$ cat config.mk
export PLATFORM = sky130hd
export DESIGN_NAME = scoreboarded_register_file
export DESIGN_NICKNAME = d
export VERILOG_FILES = /design/src/rtl/register_file_pkg.sv /design/src/rtl/register_scoreboard.sv /design/src/rtl/scoreboarded_register_file.sv
export SDC_FILE = /design/constraint.sdc
export NUM_CORES = 1
export LEC_CHECK = 0
export CAP_MARGIN = 10
export CORE_ASPECT_RATIO = 1.75
export CORE_UTILIZATION = 30
export DETAILED_ROUTE_END_ITERATION = 8
export DONT_BUFFER_PORTS = 1
export MAX_ROUTING_LAYER = met4
export PLACE_DENSITY_LB_ADDON = 0.15
export SYNTH_ARGS = -nofsm -noshare
export SYNTH_HDL_FRONTEND = slang
export SYNTH_SLANG_ARGS = --single-unit
export TNS_END_PERCENT = 30
$ cat constraint.sdc
create_clock -name clk -period 39.1 [get_ports clk]
set_clock_uncertainty 0.05 [all_clocks]
set_input_delay 3.91 -clock clk [delete_from_list [all_inputs] [get_ports clk]]
set_output_delay 3.91 -clock clk [all_outputs]
set_load 0.03 [all_outputs]
$ cat src/rtl/register_file_pkg.sv
// Shared constants and index type for the scoreboarded register file.
// The fixed indices are the stack pointer and the per-core ID register.
package register_file_pkg;

    localparam int unsigned STACK_INDEX = 0;
    localparam int unsigned ID_INDEX    = 1;

    localparam int unsigned ADDR_WIDTH_RF_DEFAULT = 4;

    typedef logic [ADDR_WIDTH_RF_DEFAULT-1:0] reg_index_t;

endpackage

$ cat src/rtl/register_scoreboard.sv
// Per-register pending scoreboard: tracks operands still owed by long-latency ops,
// derives per-port operand readiness and flags double reservations.
module register_scoreboard
    import register_file_pkg::*;
#(
    parameter int unsigned ADDR_WIDTH_RF = 4,
    parameter int unsigned READ_PORTS    = 2
) (
    input  logic                                clk,
    input  logic                                reset,
    input  logic                                gen_write_effective,
    input  logic [ADDR_WIDTH_RF-1:0]            write_address,
    input  logic                                stack_write_enable,
    input  logic [READ_PORTS*ADDR_WIDTH_RF-1:0] read_address,
    input  logic                                reserve_enable,
    input  logic [ADDR_WIDTH_RF-1:0]            reserve_address,
    output logic [READ_PORTS-1:0]               read_ready,
    output logic                                reserve_conflict,
    output logic [2**ADDR_WIDTH_RF-1:0]         pending
);

    localparam int unsigned DEPTH = 2**ADDR_WIDTH_RF;
    localparam logic [ADDR_WIDTH_RF-1:0] STACK_ADDR = ADDR_WIDTH_RF'(STACK_INDEX);

    logic [DEPTH-1:0] clear_vec;
    logic [DEPTH-1:0] set_vec;
    logic [DEPTH-1:0] pending_next;
    logic             conflict_next;

    always_comb begin
        clear_vec = '0;
        set_vec   = '0;
        if (gen_write_effective) clear_vec[write_address] = 1'b1;
        if (stack_write_enable)  clear_vec[STACK_ADDR]    = 1'b1;
        if (reserve_enable)      set_vec[reserve_address] = 1'b1;
    end

    // Set is ORed in after the clear so a same-cycle reserve wins.
    assign pending_next  = (pending & ~clear_vec) | set_vec;
    assign conflict_next = reserve_enable && pending[reserve_address]
                           && !clear_vec[reserve_address];

    always_ff @(posedge clk or posedge reset) begin
        if (reset) begin
            pending          <= '0;
            reserve_conflict <= 1'b0;
        end else begin
            pending          <= pending_next;
            reserve_conflict <= conflict_next;
        end
    end

    for (genvar i = 0; i < READ_PORTS; i++) begin : g_ready
        logic [ADDR_WIDTH_RF-1:0] ra;
        assign ra            = read_address[i*ADDR_WIDTH_RF +: ADDR_WIDTH_RF];
        assign read_ready[i] = !pending[ra] || clear_vec[ra];
    end

endmodule

$ cat src/rtl/scoreboarded_register_file.sv
// General-purpose register file with N combinational read ports, write bypass,
// protected per-core ID register and a pending scoreboard for the issue stage.
module scoreboarded_register_file
    import register_file_pkg::*;
#(
    parameter int unsigned ADDR_WIDTH_RF = 4,
    parameter int unsigned DATA_WIDTH    = 32,
    parameter int unsigned READ_PORTS    = 2,
    parameter int unsigned CORE_ID       = 0,
    parameter bit          PROTECT_ID    = 1'b1
) (
    input  logic                                clk,
    input  logic                                reset,
    input  logic                                general_register_write_enable,
    input  logic [ADDR_WIDTH_RF-1:0]            write_address,
    input  logic [DATA_WIDTH-1:0]               general_register_write_data,
    input  logic                                stack_write_enable,
    input  logic [DATA_WIDTH-1:0]               stack_register_write_data,
    input  logic [READ_PORTS*ADDR_WIDTH_RF-1:0] read_address,
    output logic [READ_PORTS*DATA_WIDTH-1:0]    read_data,
    output logic [READ_PORTS-1:0]               read_ready,
    input  logic                                reserve_enable,
    input  logic [ADDR_WIDTH_RF-1:0]            reserve_address,
    output logic                                reserve_conflict,
    output logic [2**ADDR_WIDTH_RF-1:0]         pending,
    output logic [DATA_WIDTH-1:0]               id
);

    localparam int unsigned DEPTH = 2**ADDR_WIDTH_RF;
    localparam logic [ADDR_WIDTH_RF-1:0] STACK_ADDR = ADDR_WIDTH_RF'(STACK_INDEX);
    localparam logic [ADDR_WIDTH_RF-1:0] ID_ADDR    = ADDR_WIDTH_RF'(ID_INDEX);
    localparam logic [DATA_WIDTH-1:0]    ID_RESET   = DATA_WIDTH'(CORE_ID);

    logic [DATA_WIDTH-1:0] regs [DEPTH];
    logic                  gen_write_effective;

    assign gen_write_effective = general_register_write_enable
                                 && !(PROTECT_ID && (write_address == ID_ADDR));

    // Stack write is applied last so it wins a same-cycle collision on index 0.
    always_ff @(posedge clk or posedge reset) begin
        if (reset) begin
            for (int r = 0; r < DEPTH; r++) begin
                regs[r] <= '0;
            end
            regs[ID_ADDR] <= ID_RESET;
        end else begin
            if (gen_write_effective) regs[write_address] <= general_register_write_data;
            if (stack_write_enable)  regs[STACK_ADDR]    <= stack_register_write_data;
        end
    end

    assign id = regs[ID_ADDR];

    for (genvar i = 0; i < READ_PORTS; i++) begin : g_read
        logic [ADDR_WIDTH_RF-1:0] ra;
        assign ra = read_address[i*ADDR_WIDTH_RF +: ADDR_WIDTH_RF];
        assign read_data[i*DATA_WIDTH +: DATA_WIDTH] =
            (stack_write_enable && (ra == STACK_ADDR))     ? stack_register_write_data :
            (gen_write_effective && (ra == write_address)) ? general_register_write_data :
                                                             regs[ra];
    end

    register_scoreboard #(
        .ADDR_WIDTH_RF(ADDR_WIDTH_RF),
        .READ_PORTS   (READ_PORTS)
    ) u_scoreboard (
        .clk                (clk),
        .reset              (reset),
        .gen_write_effective(gen_write_effective),
        .write_address      (write_address),
        .stack_write_enable (stack_write_enable),
        .read_address       (read_address),
        .reserve_enable     (reserve_enable),
        .reserve_address    (reserve_address),
        .read_ready         (read_ready),
        .reserve_conflict   (reserve_conflict),
        .pending            (pending)
    );

endmodule
==> metrics.md, run 1 <==
| Metric | Value |
|---|---|
| Ys async rst share | `1.00` |
| # DRC | `0` |
| Crit path launch | `read_address[4]` |
| CP max FO | `approximately 140` |
| Post-Syn Instances | `around 2.1k` |
| Die height | `417 um` |
| Min Tclk post-route | `about 11000 ps` |
| Endpoints failing hold | `0` |
| Crit-path cells | `nor4_1 -> and2_2 -> buf_4 -> nor4_4 -> buf_4 -> a221o_1` |
| CTS tree | `yes` |
| Post-CTS sizing | `0` |
| Starting Density | `0.302` |
| Number of distinct library cells after synthesis | `58` |
| Fraction of layout cells with a size suffix above 1 | `0.373` |
| WP buf/inv | `2` |
| Seq cells post-synth | `529` |
| Post-CTS setup buffers | `0` |
| Critical Path AT | `roughly 6600 ps` |
| Slowest cell on the critical path | `nor4_4` |
| Post-synthesis cell area | `0.0296 mm^2` |
| Commonest non-fill, non-tap cell in the layout | `dfrtp_1` |
| WS Path Type | `in -> out` |
| Hold buffer count at cts | `0` |
| Via count | `18.7k` |
| Clk sinks | `529` |
| Detailed Route WL | `between 100000 and 150000 um` |
| Wirelength per Cell | `32.4 um` |
| Syn nets | `around 2.1k` |
| FP Rows | `152` |
| Period Utilization, post-route | `0.271` |
| Setup_tns | `0 ps` |
| Iter 0 DRT Violations | `1372` |
| Worst r2r src | `u_scoreboard.pending[11]` |
| Most used DFF post-synth | `dfrtp_1` |
| Critical Path Start Type | `primary input` |
| Cell Pwr Density | `53.1 mW/mm^2` |
| RSZ-0062 raised after global routing | `no` |
| Antenna violations before repair | `1` |
| Yosys warnings | `0` |
| Most used cell along the critical path | `buf_4` |
| Mean Syn Cell Area | `14.4 um^2` |
| Slew @ Worst Pin | `around 1100 ps` |
| Total power | `approximately 1.7 mW` |
| CP top delay family | `simple AND/OR/NAND/NOR gates` |
| Most frequent cells in the layout | `dfrtp_1, mux2_2, mux4_2` |
| CP endpoint kind | `primary output` |
| Leakage power | `12.9 nW` |
| Max VDD drop | `0.0346 mV` |
| Outcome | `finished clean` |
| Die area | `around 0.1 mm^2` |
| H-tree levels | `2` |
| Setup Viol. Count Final | `0` |
| Core Footprint | `0.0979 mm^2` |
| CTS root buf | `clkbuf_16` |
| Tightest Hold Check Type | `reg -> reg` |
| Vias/cell | `5.81` |
| Vias in the first global route | `20.2k` |
| Max cap viols | `0` |
| Post-synth EDFFs | `0` |
| Layout area overhead | `8.66%` |
| FMAX | `about 94 MHz` |
| Clock-pin slew on the worst setup and hold paths | `roughly 60 ps` |
| Gpl congestion | `0.821` |
| Clock buffer count from CTS | `56` |
| First-pass GRT wire length | `153000 um` |
| Max incr delay on CP | `1010 ps` |
| Count of input and output buffers | `0` |
| Worst hold start | `regs[107]` |
| Die W | `~240 um` |
| Clock buffer depth | `3` |
| # nets final | `1960` |
| Largest net degree at the start of global routing | `139` |
| Register area share after synthesis | `0.447` |
| Grt total ovfl | `0` |
| Top Ports | `200` |
| Max_slew headroom | `0.256` |
| GRT Overall Usage | `0.219` |
| Antenna-violating nets left | `0` |
| Worst-skew pair later-pin latency | `roughly 630 ps` |
| Drt first pass iters | `5` |
| DPL Wire Length | `61900 um` |
| Fin. max-slew vios | `0` |
| CP Data Required Time | `between 30000 and 40000 ps` |
-- report_power, final --
part / total, mW / leakage, nW / internal [mW] / switching [mW]
sequential: 0.772 / 6.53 / 0.663 / 0.109
combinational: 0.358 / 5.35 / 0.210 / 0.148
clock: 0.577 / 0.971 / 0.340 / 0.237
-- routing by layer --
| metal | GRT usage | up-vias | part of all wire |
|---|---|---|---|
| met5 | - | - | 0 |
| met4 | 0.0758 | 0 | 0.036 |
| met3 | 0.0429 | 185 | 0.060 |
| met2 | 0.371 | 691 | 0.52 |
| met1 | 0.257 | 10200 | 0.39 |
| li1 | - | 7632 | - |
-- through the flow --
stage	area [um^2]	utilization	hold slack, ps	setup WS, ps	cells
2_1_floorplan	29600	-	412	20360	2054
4_1_cts	32100	0.328	461	28440	3225
5_1_grt	32100	0.328	477	28360	3226
3_5_place_dp	30200	0.308	446	28450	3126
3_3_place_gp	30200	0.308	437	28490	3126
6_report	32100	0.328	461	28520	3226
-- final cells by class --
type / count / area [um^2]
Sequential cell: 529 / 13200
Fill cell: 9499 / 65800
Clock inverter: 25 / 335
Tap cell: 1309 / 1640
Multi-Input combinational cell: 1246 / 15000
Timing Repair Buffer: 35 / 263
Inverter: 7 / 33.8
Antenna cell: 1 / 2.50
Clock buffer: 74 / 1610
-- cell families (layout without fill, tap and decap cells) --
group           Yosys count  count (layout)  synth area share
other cells               0               1                 0
simple gates            150             150            0.0259
mux                     776             776             0.395
compound gates          308             308            0.0793
buf+inv                 279             141            0.0491
xor+xnor                 12              12           0.00355
flops                   529             529             0.447
-- synthesized netlist by cell type, types with 3 or more instances --
| cell | number | area, um^2 |
|---|---|---|
| buf_1 | 13 | 48.8 |
| a221oi_1 | 31 | 272 |
| a221o_1 | 34 | 340 |
| mux2_1 | 172 | 1940 |
| nand2b_1 | 8 | 50.1 |
| inv_1 | 7 | 26.3 |
| and3_1 | 4 | 25.0 |
| buf_6 | 12 | 135 |
| mux2i_1 | 67 | 671 |
| a211oi_2 | 27 | 338 |
| a32oi_1 | 3 | 26.3 |
| clkbuf_1 | 104 | 390 |
| a21oi_1 | 38 | 190 |
| mux2_2 | 271 | 3050 |
| buf_4 | 55 | 413 |
| mux4_1 | 6 | 158 |
| a211oi_1 | 39 | 293 |
| o21ai_1 | 38 | 190 |
| o21ai_0 | 18 | 90.1 |
| o22ai_1 | 36 | 225 |
| nand3_1 | 8 | 40.0 |
| a22o_1 | 31 | 272 |
| xnor2_1 | 11 | 96.3 |
| buf_2 | 88 | 440 |
| mux4_2 | 260 | 5860 |
| nor2b_1 | 38 | 238 |
| nand2_1 | 55 | 206 |
| dfrtp_1 | 529 | 13200 |
| nor2_1 | 18 | 67.6 |
-- sequential cells by signal, indices dropped and copies added (netlist names) --
| name | flops |
|---|---|
| u_scoreboard.pending | 16 |
| id | 32 |
| u_scoreboard.reserve_conflict | 1 |
| regs | 480 |
-- path summary, 6_finish.rpt --
check	to	depth (start not counted)	slack [ps]
worst max-delay path	read_data[62]	6	28520
worst min-delay path	regs[107]	1	460
worst max register to register	u_scoreboard.reserve_conflict	4	37220
worst min register to register	regs[107]	1	460
max in group asynchronous	regs[344]	4	32670
min in group asynchronous	id[12]	1	3200
Note: power is estimated with default switching activity, not from simulation.
==> inputs of run 2 (changes only) <==
==> constraint.sdc (replaced) <==
create_clock -name clk -period 9.6 [get_ports clk]
set_clock_uncertainty 0.05 [all_clocks]
set_input_delay 0.96 -clock clk [delete_from_list [all_inputs] [get_ports clk]]
set_output_delay 0.96 -clock clk [all_outputs]
set_load 0.03 [all_outputs]
==> metrics.md, run 2 (synthesis gave the netlist of run 1 again) <==
| Metric | Value |
|---|---|
| Outcome | `finished clean` |
| Most frequent cells in the layout | `dfrtp_1, mux2_2, mux4_2` |
| Placed cells | `3125` |
| Setup Viol. Count Final | `0` |
| Slew @ Worst Pin | `1100 ps` |
| Hold buffer count at cts | `0` |
| WS Path Type | `in -> out` |
| Antenna violations before repair | `3` |
| Gpl congestion | `0.810` |
| Non-Filler Instances | `3236` |
| Grt total ovfl | `0` |
| Period Utilization, post-route | `0.463` |
| Max incr delay on CP | `600 ps` |
| CP endpoint kind | `primary output` |
| Wirelength per Cell | `between 30 and 40 um` |
| Tightest Hold Check Type | `in -> async` |
| Count of input and output buffers | `0` |
| GRT Overall Usage | `0.222` |
| Worst-skew pair later-pin latency | `640 ps` |
| Max cap viols | `0` |
| H-tree levels | `2` |
| Core Footprint | `between 0.09 and 0.1 mm^2` |
| Die W | `239 um` |
| Post-CTS sizing | `0` |
| Min Tclk post-route | `4450 ps` |
| Top reg by flops | `regs` |
| Via count | `18.9k` |
| Drt first pass iters | `5` |
| Die height | `~420 um` |
| Clock buffer depth | `3` |
| Area post-placement | `0.0302 mm^2` |
| Slowest cell on the critical path | `a21oi_1` |
| CTS tree | `yes` |
| FP Rows | `152` |
| Layout area overhead | `8.90%` |
| CTS root buf | `clkbuf_16` |
| Post-CTS setup buffers | `0` |
| Max_slew headroom | `0.259` |
| Cell Pwr Density | `216 mW/mm^2` |
| Largest register FFs | `480` |
| Max VDD drop | `0.148 mV` |
| Clk sinks | `529` |
| Vias/cell | `5.84` |
| Setup_tns | `0 ps` |
| Leakage power | `12.9 nW` |
| Clock buffer count from CTS | `60` |
| Iter 0 DRT Violations | `between 1k and 1.5k` |
| RSZ-0062 raised after global routing | `no` |
| First-pass GRT wire length | `around 150000 um` |
| # nets final | `between 1.5k and 2k` |
| CP max FO | `138` |
| Final instance area | `0.0322 mm^2` |
| Largest net degree at the start of global routing | `153` |
| Antenna-violating nets left | `0` |
| FMAX | `225 MHz` |
| Top Ports | `200` |
| Fin. max-slew vios | `0` |
| Fraction of layout cells with a size suffix above 1 | `0.372` |
| # DRC | `0` |
| Vias in the first global route | `slightly above 20k` |
| Detailed Route WL | `approximately 110000 um` |
| Commonest non-fill, non-tap cell in the layout | `dfrtp_1` |
| Clock-pin slew on the worst setup and hold paths | `60 ps` |
| Critical Path Start Type | `primary input` |
| Crit-path cells | `nor2_1 -> nand3_2 -> buf_4 -> nand3_2 -> buf_4 -> o22ai_1 -> a21oi_1` |
| Endpoints failing hold | `0` |
| Die area | `0.0999 mm^2` |
| Starting Density | `0.302` |
| Critical Path AT | `3440 ps` |
| DPL Wire Length | `63300 um` |
| CP Data Required Time | `8590 ps` |
==> run 2: final cells by class <==
cell class | instances | area, um^2
Antenna cell | 2 | 5.00
Clock buffer | 88 | 1790
Clock inverter | 21 | 204
Fill cell | 9601 | 65700
Inverter | 7 | 30.0
Multi-Input combinational cell | 1246 | 15000
Sequential cell | 529 | 13200
Tap cell | 1309 | 1640
Timing Repair Buffer | 34 | 288
==> run 2: report_power, final <==
| group | internal, mW | leakage (nW) | switching (mW) | total (mW) |
|---|---|---|---|---|
| clock network | 1.36 | 0.975 | 0.984 | 2.35 |
| registers | 2.70 | 6.53 | 0.451 | 3.15 |
| logic | 0.856 | 5.35 | 0.602 | 1.46 |
==> run 2: per-layer routing <==
layer	wire length (um)	GRT usage	up-vias	share of wire
met5	0	-	-	0
met2	55400	0.381	638	0.52
met4	3550	0.0751	0	0.033
met1	41700	0.262	10400	0.39
li1	-	-	7655	-
met3	5510	0.0343	184	0.052
==> run 2: per-stage QoR <==
| stage | setup slack [ps] | util | hold slack, ps | total power [mW] |
|---|---|---|---|---|
| floorplan | 1400 | - | 412 | 4.31 |
| finish | 5150 | 0.329 | 199 | 6.96 |
| detailed placement | 5150 | 0.309 | 448 | 4.66 |
| global placement | 4850 | 0.308 | 436 | 4.63 |
| CTS | 5140 | 0.329 | 167 | 7.05 |
| global route | 5050 | 0.329 | 206 | 7.27 |
==> run 2: path summary, 6_finish.rpt <==
| kind | start | cells after the start | slack [ps] | to |
|---|---|---|---|---|
| max | read_address[1] | 7 | 5150 | read_data[20] |
| max reg2reg | u_scoreboard.pending[8] | 4 | 7720 | u_scoreboard.reserve_conflict |
| min | reset | 1 | 200 | regs[199] |
| min reg2reg | regs[158] | 2 | 450 | regs[158] |
| min in group clk | stack_register_write_data[12] | 2 | 380 | regs[492] |
| max in group asynchronous | reset | 3 | 7160 | regs[242] |
==> run 2: critical path, delay by kind of cell <==
kind | cells | cell delay [ps]
simple gates | 3 | 760
buf+inv | 2 | 760
compound gates | 2 | 750
